==> config.mk <==
export PLATFORM = sky130hd
export DESIGN_NAME = mem_bus_demux
export DESIGN_NICKNAME = d
export VERILOG_FILES = /design/src/rtl/riscv_bus_pkg.sv /design/src/rtl/addr_window_dec.sv /design/src/rtl/mem_bus_demux.sv
export SDC_FILE = /design/constraint.sdc
export NUM_CORES = 1
export LEC_CHECK = 0
export BUFFER_PORTS_ARGS = -buffer_cell sky130_fd_sc_hd__buf_2
export CAP_MARGIN = 20
export CORE_MARGIN = 1
export CORE_UTILIZATION = 33
export CTS_CLUSTER_DIAMETER = 80
export DETAILED_ROUTE_END_ITERATION = 8
export PLACE_DENSITY_LB_ADDON = 0.05
export SETUP_SLACK_MARGIN = 0.05
export SLEW_MARGIN = 20
export SYNTH_ARGS = -nofsm -noshare
export SYNTH_HDL_FRONTEND = slang
export SYNTH_SLANG_ARGS = --single-unit
==> constraint.sdc <==
create_clock -name clk -period 3.5 [get_ports clk]
set_input_delay 0.35 -clock clk [delete_from_list [all_inputs] [get_ports clk]]
set_output_delay 0.35 -clock clk [all_outputs]
set_load 0.05 [all_outputs]
==> src/rtl/riscv_bus_pkg.sv <==
// Shared bus types and default address map for the core's data-memory request path.
package riscv_bus_pkg;

   typedef enum logic [1:0] {
      IDLE  = 2'd0,
      ISSUE = 2'd1,
      WAIT  = 2'd2
   } bus_state_t;

   typedef struct packed {
      logic [31:0] addr;
      logic        we;
      logic [31:0] wdata;
      logic [3:0]  wstrb;
   } bus_req_t;

   localparam logic [31:0] DEF_MMIO_BASE = 32'h4000_0000;
   localparam logic [31:0] DEF_MMIO_SIZE = 32'h0001_0000;
   localparam logic [31:0] DEF_ERR_DATA  = 32'hDEAD_BEEF;

endpackage

==> src/rtl/addr_window_dec.sv <==
// Combinational [BASE, BASE+SIZE) window hit; 33-bit compare so the window end never wraps.
module addr_window_dec #(
   parameter logic [31:0] BASE = 32'h4000_0000,
   parameter logic [31:0] SIZE = 32'h0001_0000
) (
   input  logic [31:0] addr_i,
   output logic        hit_o
);

   logic [32:0] addr_ext;
   logic [32:0] lo;
   logic [32:0] hi;

   assign addr_ext = {1'b0, addr_i};
   assign lo       = {1'b0, BASE};
   assign hi       = {1'b0, BASE} + {1'b0, SIZE};
   assign hit_o    = (addr_ext >= lo) && (addr_ext < hi);

endmodule

==> src/rtl/mem_bus_demux.sv <==
// 1-to-2 load/store router: data RAM on port 0, MMIO window on port 1, one
// outstanding transaction with a timeout that answers with an error response.
module mem_bus_demux
   import riscv_bus_pkg::*;
#(
   parameter logic [31:0] MMIO_BASE = DEF_MMIO_BASE,
   parameter logic [31:0] MMIO_SIZE = DEF_MMIO_SIZE,
   parameter int          TIMEOUT   = 16,
   parameter logic [31:0] ERR_DATA  = DEF_ERR_DATA
) (
   input  logic        clk,
   input  logic        reset,
   input  logic        req_valid,
   output logic        req_ready,
   input  logic [31:0] req_addr,
   input  logic        req_we,
   input  logic [31:0] req_wdata,
   input  logic [3:0]  req_wstrb,
   output logic        rsp_valid,
   output logic [31:0] rsp_rdata,
   output logic        rsp_err,
   output logic        p0_valid,
   input  logic        p0_ready,
   output logic [31:0] p0_addr,
   output logic        p0_we,
   output logic [31:0] p0_wdata,
   output logic [3:0]  p0_wstrb,
   input  logic        p0_rsp_valid,
   input  logic [31:0] p0_rsp_rdata,
   output logic        p1_valid,
   input  logic        p1_ready,
   output logic [31:0] p1_addr,
   output logic        p1_we,
   output logic [31:0] p1_wdata,
   output logic [3:0]  p1_wstrb,
   input  logic        p1_rsp_valid,
   input  logic [31:0] p1_rsp_rdata,
   output bus_state_t  dbg_state_o
);

   localparam int CW = (TIMEOUT > 1) ? $clog2(TIMEOUT) : 1;

   bus_state_t  state_q, state_d;
   bus_req_t    req_q, req_d;
   logic        sel_q, sel_d;
   logic [CW-1:0] cnt_q, cnt_d;
   logic        rsp_valid_q, rsp_valid_d;
   logic        rsp_err_q, rsp_err_d;
   logic [31:0] rsp_rdata_q, rsp_rdata_d;

   logic        sel_hit;
   logic        tgt_ready;
   logic        tgt_rsp_valid;
   logic [31:0] tgt_rsp_rdata;
   logic        expired;

   addr_window_dec #(
      .BASE(MMIO_BASE),
      .SIZE(MMIO_SIZE)
   ) u_dec (
      .addr_i(req_addr),
      .hit_o (sel_hit)
   );

   // Handshakes: a transfer happens on a rising edge where valid and ready are
   // both high; valid never depends on ready and the request stays stable until then.
   assign tgt_ready     = sel_q ? p1_ready     : p0_ready;
   assign tgt_rsp_valid = sel_q ? p1_rsp_valid : p0_rsp_valid;
   assign tgt_rsp_rdata = sel_q ? p1_rsp_rdata : p0_rsp_rdata;
   assign expired       = (cnt_q == CW'(TIMEOUT - 1));

   always_comb begin
      state_d     = state_q;
      req_d       = req_q;
      sel_d       = sel_q;
      cnt_d       = cnt_q;
      rsp_valid_d = 1'b0;
      rsp_err_d   = rsp_err_q;
      rsp_rdata_d = rsp_rdata_q;
      case (state_q)
         IDLE: begin
            if (req_valid) begin
               req_d   = '{addr: req_addr, we: req_we, wdata: req_wdata, wstrb: req_wstrb};
               sel_d   = sel_hit;
               cnt_d   = '0;
               state_d = ISSUE;
            end
         end
         ISSUE: begin
            cnt_d = cnt_q + CW'(1);
            if (expired) begin
               rsp_valid_d = 1'b1;
               rsp_err_d   = 1'b1;
               rsp_rdata_d = ERR_DATA;
               state_d     = IDLE;
            end else if (tgt_ready) begin
               state_d = WAIT;
            end
         end
         WAIT: begin
            cnt_d = cnt_q + CW'(1);
            // A response arriving on the expiry cycle still completes normally.
            if (tgt_rsp_valid) begin
               rsp_valid_d = 1'b1;
               rsp_err_d   = 1'b0;
               rsp_rdata_d = tgt_rsp_rdata;
               state_d     = IDLE;
            end else if (expired) begin
               rsp_valid_d = 1'b1;
               rsp_err_d   = 1'b1;
               rsp_rdata_d = ERR_DATA;
               state_d     = IDLE;
            end
         end
         default: state_d = IDLE;
      endcase
   end

   always_ff @(posedge clk or posedge reset) begin
      if (reset) begin
         state_q     <= IDLE;
         req_q       <= '0;
         sel_q       <= 1'b0;
         cnt_q       <= '0;
         rsp_valid_q <= 1'b0;
         rsp_err_q   <= 1'b0;
         rsp_rdata_q <= '0;
      end else begin
         state_q     <= state_d;
         req_q       <= req_d;
         sel_q       <= sel_d;
         cnt_q       <= cnt_d;
         rsp_valid_q <= rsp_valid_d;
         rsp_err_q   <= rsp_err_d;
         rsp_rdata_q <= rsp_rdata_d;
      end
   end

   assign req_ready   = (state_q == IDLE);
   assign p0_valid    = (state_q == ISSUE) && !sel_q;
   assign p1_valid    = (state_q == ISSUE) && sel_q;
   assign p0_addr     = req_q.addr;
   assign p0_we       = req_q.we;
   assign p0_wdata    = req_q.wdata;
   assign p0_wstrb    = req_q.wstrb;
   assign p1_addr     = req_q.addr;
   assign p1_we       = req_q.we;
   assign p1_wdata    = req_q.wdata;
   assign p1_wstrb    = req_q.wstrb;
   assign rsp_valid   = rsp_valid_q;
   assign rsp_err     = rsp_err_q;
   assign rsp_rdata   = rsp_rdata_q;
   assign dbg_state_o = state_q;

endmodule

==> summary.txt, run 1 <==
Clock network
  • CTS tree: done
  • Setup bufs post-CTS: 0
  • CTS resizes: 0
  • CTS HTree Levels: 3
  • CTS clk-pin slew, worst paths: 70 ps
  • Post-CTS Hold Fix Bufs: 0
  • Worst-Skew Late Latency: 350 ps
  • CTS Buf Count: 9
  • Clk sinks: 110
  • Clock Tree Root: clkbuf_16
  • CTS Buffer Depth: 2

Global routing
  • Initial antenna violation count: 0
  • GRT Total Usage: 15.9%
  • First-pass GRT wire length: 19,400 um
  • Largest net degree at the start of global routing: 58
  • GRT overflow: 0
  • Vias in the first global route: 3,697

Finish
  • Final net count: 770
  • Final Core Density: 44.0%
  • Most frequent cells in the layout: 316 x buf_2, 109 x dfrtp_1, 69 x mux2_2
  • Area grow syn2layout: 30.8%
  • ANT cells: 0
  • Most common cell after layout, fill and taps aside: buf_2
  • Layout cell share with drive strength beyond 1: 65.3%

Logic synthesis
  • Post-synth top area cell: dfrtp_1
  • Yosys reg bits: 110
  • Synth area leaders: dfrtp_1 54%, mux2_2 15%, buf_4 10%
  • Cells after Synth: 382
  • Top cell type's share of synthesized area: 54.1%
  • Mean Syn Cell Area: 13.3 sq um
  • Mapped Nets: 526
  • Yosys warning count: 0
  • Cell area after synthesis: 5090 sq um
  • Netlist cell types: 31
  • Post-synthesis sequential area ratio: 54.1%

Worst setup path
  • Worst Path Required: 3740 ps
  • Crit path arrival time: 2420 ps
  • Critical setup path kind: reg -> reg
  • Worst setup SP type: flop
  • CP Capture Type: flop
  • Critical path fanouts, max: 25

STA
  • Least-Margin Pin Slew: 717 ps
  • Final setup vio count: 0
  • Skew final: 3.43 ps
  • Tcrit/Tclk final: 62.4%
  • Hold WS: 107 ps
  • Unrepaired setup endpoints after global routing: no
  • Fmax: 458 MHz
  • Minimum clock period: 2180 ps
  • Slew HR: 52.2%
  • Final hold vios: 0
  • TNS Setup: 0 ps
  • Fin. max-slew vios: 0

Floorplan
  • Core area: 15,100 sq um
  • Total die area: 15,900 sq um
  • Chip height: 126 um
  • Starting Density: 33.6%
  • DIE WIDTH: 126 um
  • Std cell rows: 45
  • Num ports: 317

Drt
  • Routed Antenna Nets: 0
  • Via count: 3,765
  • Vias per cell: 4.60
  • Router iterations before antenna repair: 4
  • Residual DRC: 0
  • DR WL/cell: 15.5 um
  • Total Wirelength: 12,700 um
  • Initial DRC count: 102

Run
  • Max-cap violations: 0

Placed design
  • Gpl congestion: 0.700
  • Input/output buffers: 316
  • Dpl hpwl: 9380 um

Worst hold path
  • Worst hold path type: in -> async

Outcome
  • Status: finished, final reports clean
logic make-up after synthesis:
group | after synthesis | share of synthesized area (%)
AOI/OAI and AO/OA | 46 | 7.57
buffers and inverters | 92 | 12.4
and+or+nand+nor | 26 | 2.80
DFF | 110 | 54.1
adders and majority gates | 4 | 0.983
muxes | 104 | 22.2
worst max-delay path, stage by stage (launching register included):
cell and delay, ps:
dfrtp_1 400, inv_1 100, ha_1 270, nand2_2 470, buf_4 430, mux2_2 380
final cells by class:
type                    instances  area [sq um]
clock buffers                  10           229
clock inverters                 6          86.3
fillers                      1419          8480
inverters                       5          21.3
multi-input cells             180          1710
flip-flops and latches        110          2750
well taps                     188           235
repair buffers                320          1620
flip-flops by register name, indices dropped and copies added (netlist names):
name	flops
p0_addr	32
p0_wdata	32
rsp_rdata	32
cnt_q	4
p0_wstrb	4
dbg_state_o	2
p0_we	1
rsp_err	1
rsp_valid	1
sel_q	1
path summary, 6_finish.rpt:
| kind | start | to | slack (ps) | depth (start not counted) |
|---|---|---|---|---|
| worst max-delay path | dbg_state_o[0]$_DFFE_PP0P_ | p0_addr[4]$_DFFE_PP0P_ | 1320 | 5 |
| worst min-delay path | reset | p0_wdata[0]$_DFFE_PP0P_ | 110 | 2 |
| worst max register to register | dbg_state_o[0]$_DFFE_PP0P_ | p0_addr[4]$_DFFE_PP0P_ | 1320 | 5 |
| worst min register to register | rsp_rdata[14]$_DFFE_PP0P_ | rsp_rdata[14]$_DFFE_PP0P_ | 490 | 1 |
| max in group asynchronous | reset | sel_q$_DFFE_PP0P_ | 2590 | 3 |
| min in group clk | req_wdata[1] | p0_wdata[1]$_DFFE_PP0P_ | 220 | 2 |
synth_stat cells (all sizes together):
cell type	count
nor2b	1
o21ai	6
inv	5
a21oi	2
nor4	3
o2bb2ai	8
nand3	2
buf	81
and3	3
a2bb2oi	26
nand2	8
dfrtp	110
nand4	1
mux2	70
mux2i	34
nand2b	1
nor4b	1
nor2	5
and2	1
a32o	1
ha	4
clkbuf	6
a22o	3
routing by layer:
layer	part of all wire [%]	up-vias	global-route usage, %
li1	-	1767	-
met1	40	1825	17.4
met2	52	166	29.1
met3	7.7	7	5.73
met4	0.94	0	4.25
met5	0	-	0
metrics by stage:
step | setup slack (ps) | area, sq um | std cells
global placement | 1410 | 6350 | 803
global route | 1180 | 6660 | 819
detailed placement | 1310 | 6350 | 803
floorplan | 248 | 5090 | 382
CTS | 1290 | 6660 | 819
finish | 1320 | 6660 | 819
Power of run 1 is not shown: default switching activity piles up to over one toggle a cycle in this logic, so the estimate is an artifact.
==> run 2, diff against run 1 <==
ABC_AREA = 1   (was unset)
clock period = 1.83 ns   (was 3.5 ns; I/O delays follow)
==> summary.txt, run 2 <==
Global routing
  • Most used routing layer: met2
  • First-pass GRT wire length: 22,300 um (+15%)
  • GRT overflow: 0 (unchanged)
  • Met3 usage in global routing: 3.91% (-1.8 points)
  • Vias in the first global route: 4,361 (+18%)
  • Met1 Resource Use GR: 21.6% (+4.2 points)
  • Largest net degree at the start of global routing: 111 (+91%)
  • Initial antenna violation count: 0 (unchanged)
  • Met2 Track Usage GR: 30.4% (+1.4 points)
  • GRT Total Usage: 17.7% (+1.8 points)

Clock network
  • CTS HTree Levels: 3 (unchanged)
  • Clock Tree Root: clkbuf_16
  • CTS clk-pin slew, worst paths: 70 ps (about the same)
  • Setup bufs post-CTS: 0 (unchanged)
  • Clk sinks: 110 (unchanged)
  • Worst-Skew Late Latency: 350 ps (about the same)
  • CTS tree: done
  • CTS Buffer Depth: 2 (unchanged)
  • CTS Buf Count: 9 (unchanged)

Logic synthesis
  • Top-count cell post-synth: nand2_1
  • Top cell type's share of synthesized area: 52.1% (-1.9 points)
  • Post-synthesis sequential area ratio: 52.1% (-1.9 points)
  • Synth top cells by count: 250 x nand2_1, 110 x dfrtp_1, 70 x buf_4
  • Cells after Synth: 637 (+67%)
  • Mean Syn Cell Area: 8.29 sq um (-38%)
  • Yosys reg bits: 110 (unchanged)
  • Mapped Nets: 781 (+48%)
  • Primary FF master, synth: dfrtp_1
  • Cell area after synthesis: 5280 sq um (+3.7%)
  • Yosys warning count: 0 (unchanged)
  • Post-synth top area cell: dfrtp_1
  • Netlist cell types: 20 (-35%)
  • Synth async-reset ratio: 100% (unchanged)
  • Number of synthesized flops with an enable pin: 0 (unchanged)
  • Synth area leaders: dfrtp_1 52%, nand2_1 18%, buf_4 10%

Worst setup path
  • Worst Path Required: 1650 ps (-2090 ps)
  • Critical path fanouts, max: 4 (-84%)
  • Worst setup SP type: flop
  • CP Capture Type: output port
  • Critical setup path kind: reg -> out
  • Crit path arrival time: 1490 ps (-930 ps)

Finish
  • Most frequent cells in the layout: 314 x buf_2, 249 x nand2_1, 108 x dfrtp_1
  • ANT cells: 0 (unchanged)
  • Layout cell share with drive strength beyond 1: 40.4% (-25 points)
  • Final net count: 1,022 (+33%)
  • Most common cell after layout, fill and taps aside: buf_2
  • Area grow syn2layout: 31.9%

Placed design
  • Gpl congestion: 0.765 (+9.4%)
  • Input/output buffers: 316 (unchanged)
  • Dpl hpwl: 11,000 um (+17%)

Drt
  • Router iterations before antenna repair: 4 (unchanged)
  • Routed Antenna Nets: 0 (unchanged)
  • Initial DRC count: 135 (+32%)
  • Via count: 4,730 (+26%)
  • Total Wirelength: 14,900 um (+17%)
  • Residual DRC: 0 (unchanged)
  • DR WL/cell: 13.6 um (-12%)
  • Vias per cell: 4.32 (-5.9%)

Floorplan
  • Chip height: 128 um (+1.8%)
  • Num ports: 317 (unchanged)
  • DIE WIDTH: 128 um (+1.8%)
  • Total die area: 16,500 sq um (+3.6%)
  • Std cell rows: 45 (unchanged)
  • Core area: 15,400 sq um (+1.9%)
  • Starting Density: 34.2% (+0.60 points)

STA
  • Hold WS: -28.4 ps (-136 ps)
  • Least-Margin Pin Slew: 613 ps (-104 ps)
  • TNS Setup: 0 ps (unchanged)
  • Fmax: 597 MHz
  • Unrepaired setup endpoints after global routing: yes
  • Fin. max-slew vios: 0 (unchanged)
  • Skew final: 6.38 ps (+2.94 ps)
  • Final hold vios: 28 (+28)
  • Slew HR: 59.1% (+6.9 points)
  • Tcrit/Tclk final: 91.6%
  • Final setup vio count: 0 (unchanged)
  • Minimum clock period: 1680 ps

Outcome
  • Status: finished, violations left
  • Failing checks: negative hold slack

Run
  • Max-cap violations: 0 (unchanged)

Worst hold path
  • Worst hold path type: in -> async
[run 2: cell type report]
cell class / instances / area, sq um
well taps: 211 / 264
flip-flops and latches: 110 / 2760
clock buffers: 11 / 243
fillers: 1619 / 8460
clock inverters: 5 / 104
inverters: 59 / 225
multi-input cells: 374 / 1680
repair buffers: 324 / 1700
[run 2: cells by family (layout without fill, tap and decap cells)]
| group | after synthesis | count (layout) | share of synthesized area [%] |
|---|---|---|---|
| and+or+nand+nor | 306 | 307 | 23.7 |
| buffers and inverters | 154 | 399 | 16.8 |
| DFF | 110 | 110 | 52.1 |
| AOI/OAI and AO/OA | 59 | 59 | 5.59 |
| adders and majority gates | 4 | 4 | 0.948 |
| muxes | 4 | 4 | 0.758 |
[run 2: per-layer routing]
metal  up-vias  wire length (um)  share of wire (%)
li1       2366                 -                  -
met1      2137              6260                 42
met4         0               292                2.0
met3        16              1100                7.4
met2       211              7220                 49
met5         -                 0                  0
[run 2: what timing repair did]
| action | 4_1_cts | 5_1_grt |
|---|---|---|
| hold buffers | 0 | 0 |
| setup endpoints to repair | 0 | 11 |
| resized for setup | 0 | 5 |
[run 2: path summary, 6_finish.rpt]
path                                            start  slack [ps]  cells past startpoint                         end
max                        dbg_state_o[1]$_DFFE_PP0P_         150                      5                    p0_valid
min                                             reset         -30                      3     p0_wdata[3]$_DFFE_PP0P_
min reg2reg                  rsp_rdata[2]$_DFFE_PP0P_         480                      2    rsp_rdata[2]$_DFFE_PP0P_
min in group clk                          req_addr[5]          30                      3      p0_addr[5]$_DFFE_PP0P_
max reg2reg                dbg_state_o[0]$_DFFE_PP0P_         190                      8   rsp_rdata[22]$_DFFE_PP0P_
max in group asynchronous                       reset        1340                      3  dbg_state_o[0]$_DFFE_PP0P_
[run 2: worst max-delay path: stages, from the launching register on]
cell and delay [ps]:
dfrtp_2 430, inv_1 120, ha_2 240, inv_1 50, nor2_1 80, clkbuf_4 230
[run 2: through the flow]
step	util [%]	area (sq um)	setup WS, ps	std cells
floorplan	-	5300	103	637
global placement	42.7	6590	162	1077
detailed placement	42.7	6590	65.4	1077
CTS	45.0	6940	55.3	1093
global route	45.1	6960	56.2	1094
finish	45.1	6960	155	1094
Power of run 2 is left out for the same reason.
==> run 3, diff against run 2 <==
CELL_PAD_IN_SITES_DETAIL_PLACEMENT = 0   (was unset)
CELL_PAD_IN_SITES_GLOBAL_PLACEMENT = 1   (was unset)
CORE_UTILIZATION = 27   (was 33)
==> summary.txt, run 3 (synthesis gave the netlist of run 2 again) <==
Outcome
  • Status: finished, final reports clean

Global routing
  • GRT Total Usage: 15.7% (-2.1 points)
  • Vias in the first global route: 4,551 (+4.4%)
  • First-pass GRT wire length: 24,300 um (+8.8%)
  • Initial antenna violation count: 2 (+2)
  • GRT overflow: 0 (unchanged)
  • Largest net degree at the start of global routing: 40 (-64%)

Worst setup path
  • Critical Path Stages: 5 (unchanged)
  • Slowest cell on crit path: dfrtp_2
  • Crit path arrival time: 1480 ps (about the same)
  • Critical path fanouts, max: 4 (unchanged)
  • Cells on worst reg2reg path: 8 (unchanged)
  • Worst Path Required: 1650 ps (about the same)
  • CP top delay family: buffers and inverters
  • Crit-path cells: inv_1 > ha_1 > inv_1 > nor2_1 > buf_2
  • CP Capture Type: output port
  • Worst reg2reg setup slack: 190 ps (about the same)
  • Worst path buffer plus inverter count: 3 (unchanged)
  • Critical setup path kind: reg -> out
  • Worst setup SP type: flop
  • Most frequent CP cell: inv_1
  • Critical Path Max Stage Delay: 420 ps (about the same)

Clock network
  • Clock Tree Root: clkbuf_16
  • CTS HTree Levels: 3 (unchanged)
  • CTS Buf Count: 9 (unchanged)
  • CTS Buffer Depth: 2 (unchanged)
  • Worst-Skew Late Latency: 340 ps (about the same)
  • CTS clk-pin slew, worst paths: 70 ps (about the same)
  • Clk sinks: 110 (unchanged)
  • CTS tree: done

Placed design
  • Post-DP Area: 6690 sq um (+1.6%)
  • Input/output buffers: 316 (unchanged)
  • Dpl hpwl: 12,200 um (+11%)
  • Gpl congestion: 0.781 (+2.1%)

STA
  • Minimum clock period: 1660 ps (-15.9 ps)
  • Skew final: 7.53 ps (+1.15 ps)
  • Fmax: 603 MHz (+0.96%)
  • Unrepaired setup endpoints after global routing: no
  • Tcrit/Tclk final: 90.7% (-0.87 points)
  • Slew HR: 56.7% (-2.4 points)
  • Fin. max-slew vios: 0 (unchanged)
  • TNS Setup: 0 ps (unchanged)
  • Final hold vios: 0 (-100%)
  • Final setup vio count: 0 (unchanged)
  • Least-Margin Pin Slew: 648 ps (+34.7 ps)

Floorplan
  • Starting Density: 27.9% (-6.4 points)
  • Std cell rows: 50 (+11%)
  • Chip height: 142 um (+10%)
  • DIE WIDTH: 142 um (+10%)
  • Core area: 19,000 sq um (+23%)
  • Num ports: 317 (unchanged)
  • Total die area: 20,100 sq um (+22%)

Finish
  • Layout cell share with drive strength beyond 1: 40.6% (+0.13 points)
  • Area grow syn2layout: 34.0%
  • Multi-input logic area: 1680 sq um (unchanged)
  • Final net count: 1,029 (+0.68%)
  • Final Core Density: 37.3% (-7.8 points)
  • Filler cells: 2,036 (+26%)
  • Final Instance Area: 7070 sq um (+1.6%)
  • Reg area: 2760 sq um (unchanged)
  • Most frequent cells in the layout: 316 x buf_2, 249 x nand2_1, 108 x dfrtp_1
  • Most common cell after layout, fill and taps aside: buf_2

Drt
  • Routed Antenna Nets: 0 (unchanged)
  • Initial DRC count: 146 (+8.1%)
  • Via count: 4,776 (+0.97%)
  • Router iterations before antenna repair: 5 (+1)
  • Total Wirelength: 16,100 um (+8.6%)
  • Residual DRC: 0 (unchanged)
  • Vias per cell: 4.15 (-4.0%)
  • DR WL/cell: 14.0 um (+3.2%)

Worst hold path
  • Worst hold path type: in -> reg
  • Hold Path Stages: 3

Run
  • Max-cap violations: 0 (unchanged)
[run 3: path summary, 6_finish.rpt]
check / start / to
worst max-delay path: dbg_state_o[1]$_DFFE_PP0P_ / p0_valid
worst min-delay path: req_wdata[18] / p0_wdata[18]$_DFFE_PP0P_
worst max register to register: dbg_state_o[0]$_DFFE_PP0P_ / rsp_rdata[25]$_DFFE_PP0P_
worst min register to register: rsp_rdata[6]$_DFFE_PP0P_ / rsp_rdata[6]$_DFFE_PP0P_
max in group asynchronous: reset / p0_addr[5]$_DFFE_PP0P_
min in group asynchronous: reset / p0_wdata[15]$_DFFE_PP0P_
[run 3: worst min-delay path: stages]
cell,delay [ps]
buf_2,70
nand2_1,40
nand2_1,40
[run 3: metal layers]
metal	vias up	global-route usage (%)	part of all wire, %	wire, um
li1	2379	-	-	-
met1	2188	18.9	42	6710
met2	192	27.2	50	8040
met3	15	3.44	7.2	1170
met4	2	5.94	1.4	218
met5	-	0	0.062	10
[run 3: metrics by stage]
stage	cells	setup WS [ps]	hold WS [ps]
after CTS	1147	50.7	6.21
after global routing	1151	74.2	18.0
after global placement	1130	143	310
after floorplan	637	103	293
final	1151	170	26.2
after detailed placement	1130	60.8	313
[run 3: cell type report]
class,instances,area share (%)
diodes,1,0.0354
clock inverters,3,0.955
flip-flops and latches,110,39.0
repair buffers,331,25.0
multi-input cells,374,23.7
inverters,59,3.18
clock buffers,13,3.54
well taps,260,4.60
[run 3: repair_timing]
action                                  CTS  global route
hold endpoints to repair                 20             0
gates resized for setup                   0             3
hold buffers                              1             0
buffers inserted                          0             2
endpoints found under the setup margin    0             8
Power of run 3 is left out for the same reason.
